### src/rtl/alu_sched_pkg.sv
// Shared types and widths for the two-port ALU scheduler.
package alu_sched_pkg;

  localparam int unsigned ALU_OP_W = 3;
  localparam int unsigned CNT_W    = 4;

  typedef enum logic [1:0] {
    IDLE = 2'd0,
    EXEC = 2'd1,
    RESP = 2'd2
  } state_t;

endpackage

### src/rtl/rr_arb2.sv
// Two-way round-robin pick: on a tie the port not granted last time wins.
module rr_arb2 (
  input  logic [1:0] req,
  input  logic       last,
  output logic       grant
);

  always_comb begin
    grant = 1'b0;
    if (req == 2'b11) begin
      grant = ~last;
    end else if (req == 2'b10) begin
      grant = 1'b1;
    end
  end

endmodule

### src/rtl/alu_sched.sv
// Shares one combinational ALU between two requesters; one op in flight,
// operands held on the ALU for ALU_LAT cycles before the result is captured.
module alu_sched
  import alu_sched_pkg::*;
#(
  parameter int unsigned W       = 32,
  parameter int unsigned ALU_LAT = 1
) (
  input  logic                  clk,
  input  logic                  rst_n,
  input  logic [1:0]            req_valid,
  output logic [1:0]            req_ready,
  input  logic [2*W-1:0]        req_a,
  input  logic [2*W-1:0]        req_b,
  input  logic [1:0]            req_diff,
  input  logic [2*ALU_OP_W-1:0] req_op,
  output logic [1:0]            rsp_valid,
  input  logic [1:0]            rsp_ready,
  output logic [W-1:0]          rsp_res,
  output logic                  rsp_cy,
  output logic [W-1:0]          alu_a,
  output logic [W-1:0]          alu_b,
  output logic                  alu_diff,
  output logic [ALU_OP_W-1:0]   alu_op,
  input  logic [W-1:0]          alu_res,
  input  logic                  alu_cy,
  output logic                  busy
);

  state_t           state, state_nxt;
  logic [CNT_W-1:0] cnt, cnt_nxt;
  logic             last_grant;
  logic             grant;
  logic             load;
  logic             capture;
  logic             rsp_clear;

  rr_arb2 u_arb (
    .req   (req_valid),
    .last  (last_grant),
    .grant (grant)
  );

  // State, settle counter and busy flag
  always_ff @(posedge clk or negedge rst_n) begin
    if (!rst_n) begin
      state <= IDLE;
      cnt   <= '0;
      busy  <= 1'b0;
    end else begin
      state <= state_nxt;
      cnt   <= cnt_nxt;
      busy  <= (state_nxt != IDLE);
    end
  end

  // Next state; req_ready follows valid so it never gates the requester's valid
  always_comb begin
    state_nxt = state;
    cnt_nxt   = cnt;
    req_ready = 2'b00;
    load      = 1'b0;
    capture   = 1'b0;
    rsp_clear = 1'b0;
    unique case (state)
      IDLE: begin
        req_ready[grant] = req_valid[grant];
        if (req_valid[grant]) begin
          load      = 1'b1;
          cnt_nxt   = CNT_W'(ALU_LAT - 1);
          state_nxt = EXEC;
        end
      end
      EXEC: begin
        if (cnt != '0) begin
          cnt_nxt = cnt - CNT_W'(1);
        end else begin
          capture   = 1'b1;
          state_nxt = RESP;
        end
      end
      RESP: begin
        if (rsp_valid[last_grant] && rsp_ready[last_grant]) begin
          rsp_clear = 1'b1;
          state_nxt = IDLE;
        end
      end
      default: state_nxt = IDLE;
    endcase
  end

  // Operand registers driving the ALU and the response holding registers
  always_ff @(posedge clk or negedge rst_n) begin
    if (!rst_n) begin
      last_grant <= 1'b1;
      alu_a      <= '0;
      alu_b      <= '0;
      alu_diff   <= 1'b0;
      alu_op     <= '0;
      rsp_res    <= '0;
      rsp_cy     <= 1'b0;
      rsp_valid  <= 2'b00;
    end else begin
      if (load) begin
        last_grant <= grant;
        alu_a      <= grant ? req_a[2*W-1:W] : req_a[W-1:0];
        alu_b      <= grant ? req_b[2*W-1:W] : req_b[W-1:0];
        alu_diff   <= req_diff[grant];
        alu_op     <= grant ? req_op[2*ALU_OP_W-1:ALU_OP_W] : req_op[ALU_OP_W-1:0];
      end
      if (capture) begin
        rsp_res   <= alu_res;
        rsp_cy    <= alu_cy;
        rsp_valid <= last_grant ? 2'b10 : 2'b01;
      end else if (rsp_clear) begin
        rsp_valid <= 2'b00;
      end
    end
  end

endmodule

### config.mk
export PLATFORM = sky130hd
export DESIGN_NAME = alu_sched
export DESIGN_NICKNAME = d
export VERILOG_FILES = /design/src/rtl/alu_sched_pkg.sv /design/src/rtl/rr_arb2.sv /design/src/rtl/alu_sched.sv
export SDC_FILE = /design/constraint.sdc
export NUM_CORES = 1
export LEC_CHECK = 0
export CAP_MARGIN = 25
export CORE_MARGIN = 4
export CORE_UTILIZATION = 41
export CTS_CLUSTER_SIZE = 14
export DETAILED_ROUTE_END_ITERATION = 12
export GPL_TIMING_DRIVEN = 0
export PLACE_DENSITY = 0.89
export RECOVER_POWER = 100
export SYNTH_ARGS = -nofsm -noshare
export SYNTH_HDL_FRONTEND = slang
export SYNTH_SLANG_ARGS = --single-unit
### constraint.sdc
create_clock -name clk -period 1.9 [get_ports clk]
set_input_delay 0.38 -clock clk [delete_from_list [all_inputs] [get_ports clk]]
set_output_delay 0.38 -clock clk [all_outputs]
set_load 0.01 [all_outputs]
==> summary by stage <==
Run status
The run finished with clean final reports.

Timing
Across the routed clock network, the largest skew measured is around 7.6 ps. The count of final hold-check violations was 0. The slew at the pin closest to its max-slew limit is 1330 ps. Counting I/O delays and the setup requirement, the final critical path takes 1890 ps. The post-route fraction of the period consumed by the critical path is 99.4%. The count of final max-slew check failures was 0.

Static timing analysis puts the maximum clock frequency at 530 MHz. Setup violations remaining at the end of the flow were counted as 0. The final critical-path setup slack is approximately 12 ps.

Headroom to the max-slew limit came out at 11.4%. Setup repair after global routing could not meet its margin everywhere.

Synth
The average size of a mapped cell is 16.5 µm². The post-synthesis sequential element count is 111. The count of different cell masters after synthesis is 35. For this run, the number of Yosys warnings is 0.

The sequential share of the synthesized area is 48.4%. Synthesis produced ~350 cells. When the netlist entered floorplanning its net count stood at between 500 and 600. The mapped cell area is 5740 µm².

GRT
The global-route wire length before repair is ~24000 µm. The global routing stage identified its most utilized layer as met2. For met1 alone, demand over resource in global routing was 20.8%. The via count of the first global-routing pass is 4560. The initial antenna violation count came to 0.

For met3 alone, demand over resource in global routing was 5.30%. Summed over all layers, the global routing overflow is 0. The maximum number of pins on one net before global-route repair is 58.

The total global routing track utilization is 18.9%. The global-route track usage on met2 is 34.9%.

Final layout
After filler insertion, the fill cell instance count of the layout stands at 916. For this run, the number of standard cells in the final layout without fillers is 827. The area of the multi-input gates is 2720 µm².

After the last flow step, the layout net total stands at just over 800. The fraction of final layout cells sized beyond drive strength 1 is about a third. The area overhead of the layout relative to synthesis is 59.7%. The number of inserted diodes is 0.

The most common cell after layout, fill and taps aside is sky130_fd_sc_hd__clkdlybuf4s50_1. In the layout the commonest cells are sky130_fd_sc_hd__clkdlybuf4s50_1, sky130_fd_sc_hd__mux2_4, sky130_fd_sc_hd__dfrtp_1, sky130_fd_sc_hd__mux2_2, sky130_fd_sc_hd__buf_6. In the final layout, flip-flops and latches occupy between 2000 and 3000 µm².

Clocking
The deepest clock path buffer count is 2. Clock-pin slew was measured on the worst setup and hold paths at approximately 70 ps. The clock sink count is between 100 and 150. The clock reaches the later pin of the worst-skew pair after roughly 340 ps. CTS built an H-tree with a depth of 3. The tree is rooted in a sky130_fd_sc_hd__clkbuf_16.

TritonCTS built the clock tree. After clock tree synthesis, the flow added hold-fix buffers numbering 0. In this run, CTS created clock tree buffers numbering 9.

Worst hold path
The class of the worst hold path is input pin to asynchronous set/reset pin.

Floorplan
The die span in x is 126 µm. 281 I/O pins were placed. The core region is 13500 µm². The initial utilization of the core area, before any placement, comes to 42.6%. The die footprint is approximately 16000 µm². The overall die height is 126 µm. The number of rows created at floorplan is 42.

Worst setup path
On the critical path, the stage with the largest delay is an instance of sky130_fd_sc_hd__dfstp_2. The sum of buffers and inverters on the critical path is 3. STA classifies the critical path endpoint as an output port. The cell that appears most often on the critical path is sky130_fd_sc_hd__buf_12. The kind of critical path is flop to output port. The kind of cell with the highest combined delay along the critical path is flip-flops. The required time at the endpoint of the critical path is 1520 ps. Of all nets on the critical path, the largest fanout is 4. STA puts the critical path data arrival time at roughly 1500 ps. For this run, the slowest stage of the critical path takes 540 ps.

The critical path startpoint category is a flop. Walking the worst path, the cells encountered are a21bo_1, buf_12, buf_12, and3_4, buf_6.

Flow run
The max capacitance violation total is 0.

Drt
The final wirelength is 15600 µm. The remaining antenna violation count is 0. The length of the first detailed-routing pass in iterations is 4. Using the TritonRoute via totals, the vias-per-cell ratio works out to 4.89. The mean routed wirelength per cell is 18.9 µm. Across all layers, the routed design uses 4041 vias. After the first detailed-routing iteration, the DRC count stood at 120. The total DRC errors in the routed layout is 0.

Pwr
Across the VDD grid, the largest voltage drop is 694 µV. The total power after layout is 13.9 mW. The leakage dissipation is 4.07 nW. For this design the ratio of total power to cell area is between 1500 and 2000 nW/µm².

Placed design
The congestion estimate from routability-driven global placement came to 0.840. The total half-perimeter wirelength after legalization and detailed placement is 12400 µm. The number of cells after detailed placement is 805. In this run the tool buffered the top-level ports with 280 buffer cells. Before CTS, the worst setup slack after placement is -677 ps.
-- registers in the layout, indices dropped and copies added (netlist names) --
name,count
rsp_res,32
rsp_cy,1
busy,1
state,2
alu_b,32
alu_op,3
rsp_valid,2
cnt,4
alu_a,32
last_grant,1
alu_diff,1
-- layer usage --
| layer | routed length [µm] | vias to the layer above |
|---|---|---|
| met5 | 0 | - |
| met4 | 308 | 0 |
| met3 | 1160 | 23 |
| met2 | 8170 | 203 |
| met1 | 5970 | 1963 |
| li1 | - | 1852 |
-- path summary, 6_finish.rpt --
path                       cells after the start         start           end  slack [ps]
max reg2reg                                    6    last_grant     alu_b[10]          30
min in group clk                               2  req_valid[1]    last_grant         480
max in group asynchronous                      2         rst_n    last_grant         450
max                                            5    last_grant  req_ready[0]          10
min                                            1         rst_n     alu_b[15]         320
min reg2reg                                    1    rsp_res[1]    rsp_res[1]         510
-- power by group --
group          internal [mW]  switching [mW]
clock network           1.03           0.817
registers               3.60           0.746
logic                   4.98            2.75
total                   9.61            4.31
-- synthesized netlist by cell type --
cell type	instances	area, µm²
sky130_fd_sc_hd__mux2_4	136	2040
sky130_fd_sc_hd__dfrtp_1	110	2750
sky130_fd_sc_hd__mux2_2	33	372
sky130_fd_sc_hd__buf_6	12	135
sky130_fd_sc_hd__buf_8	6	90.1
sky130_fd_sc_hd__o21ai_0	5	25.0
sky130_fd_sc_hd__inv_1	4	15.0
sky130_fd_sc_hd__nand2_1	4	15.0
sky130_fd_sc_hd__nand2b_1	4	25.0
sky130_fd_sc_hd__a21oi_1	3	15.0
sky130_fd_sc_hd__a32o_1	2	20.0
sky130_fd_sc_hd__nand3_1	2	10.0
sky130_fd_sc_hd__nor2_1	2	7.51
sky130_fd_sc_hd__nor3_1	2	10.0
sky130_fd_sc_hd__o22ai_1	2	12.5
sky130_fd_sc_hd__o2bb2ai_1	2	17.5
sky130_fd_sc_hd__a21bo_1	1	10.0
sky130_fd_sc_hd__a22oi_1	1	7.51
sky130_fd_sc_hd__a31o_2	1	8.76
sky130_fd_sc_hd__and3_1	1	6.26
sky130_fd_sc_hd__buf_2	1	5.00
sky130_fd_sc_hd__buf_4	1	7.51
sky130_fd_sc_hd__clkbuf_1	1	3.75
sky130_fd_sc_hd__dfstp_2	1	26.3
sky130_fd_sc_hd__ha_1	1	12.5
sky130_fd_sc_hd__mux2i_1	1	10.0
sky130_fd_sc_hd__nand3b_1	1	7.51
sky130_fd_sc_hd__nand4_1	1	6.26
sky130_fd_sc_hd__nand4bb_2	1	16.3
sky130_fd_sc_hd__nor2_2	1	6.26
sky130_fd_sc_hd__nor3b_1	1	7.51
sky130_fd_sc_hd__nor4bb_1	1	10.0
sky130_fd_sc_hd__o21a_1	1	7.51
sky130_fd_sc_hd__o31ai_1	1	7.51
sky130_fd_sc_hd__or2_2	1	6.26
-- logic make-up after synthesis --
kind of cell,synth area share [%]
AOI/OAI and AO/OA,2.29
muxes,42.2
DFF,48.4
and+or+nand+nor,2.33
adders and majority gates,0.218
buffers and inverters,4.47
-- per-stage QoR --
step	hold WS, ps	TNS (ps)	instance area, µm²	utilization [%]
final	316	0	9160	68.1
after global routing	420	-107	9160	68.1
after CTS	94.0	-379	9100	67.7
after detailed placement	469	-20470	8780	65.3
after global placement	488	-401610	8760	65.1
after floorplan	84.4	0	5740	-
-- timing repair --
action | in CTS | in global routing
setup buffers | 2 | 4
resized for setup | 16 | 12
gates cloned | 0 | 0
pin swaps | 0 | 2
endpoints found under the setup margin | 30 | 91
-- cell type report --
type	count	share of cell area (%)
timing repair buffer	287	31.1
sequential	111	30.3
multi-input combinational	212	29.7
buffer	21	3.11
clock buffer	12	2.58
tap	176	2.40
clock inverter	4	0.601
inverter	4	0.164
Note: power is estimated with default switching activity, not from simulation.
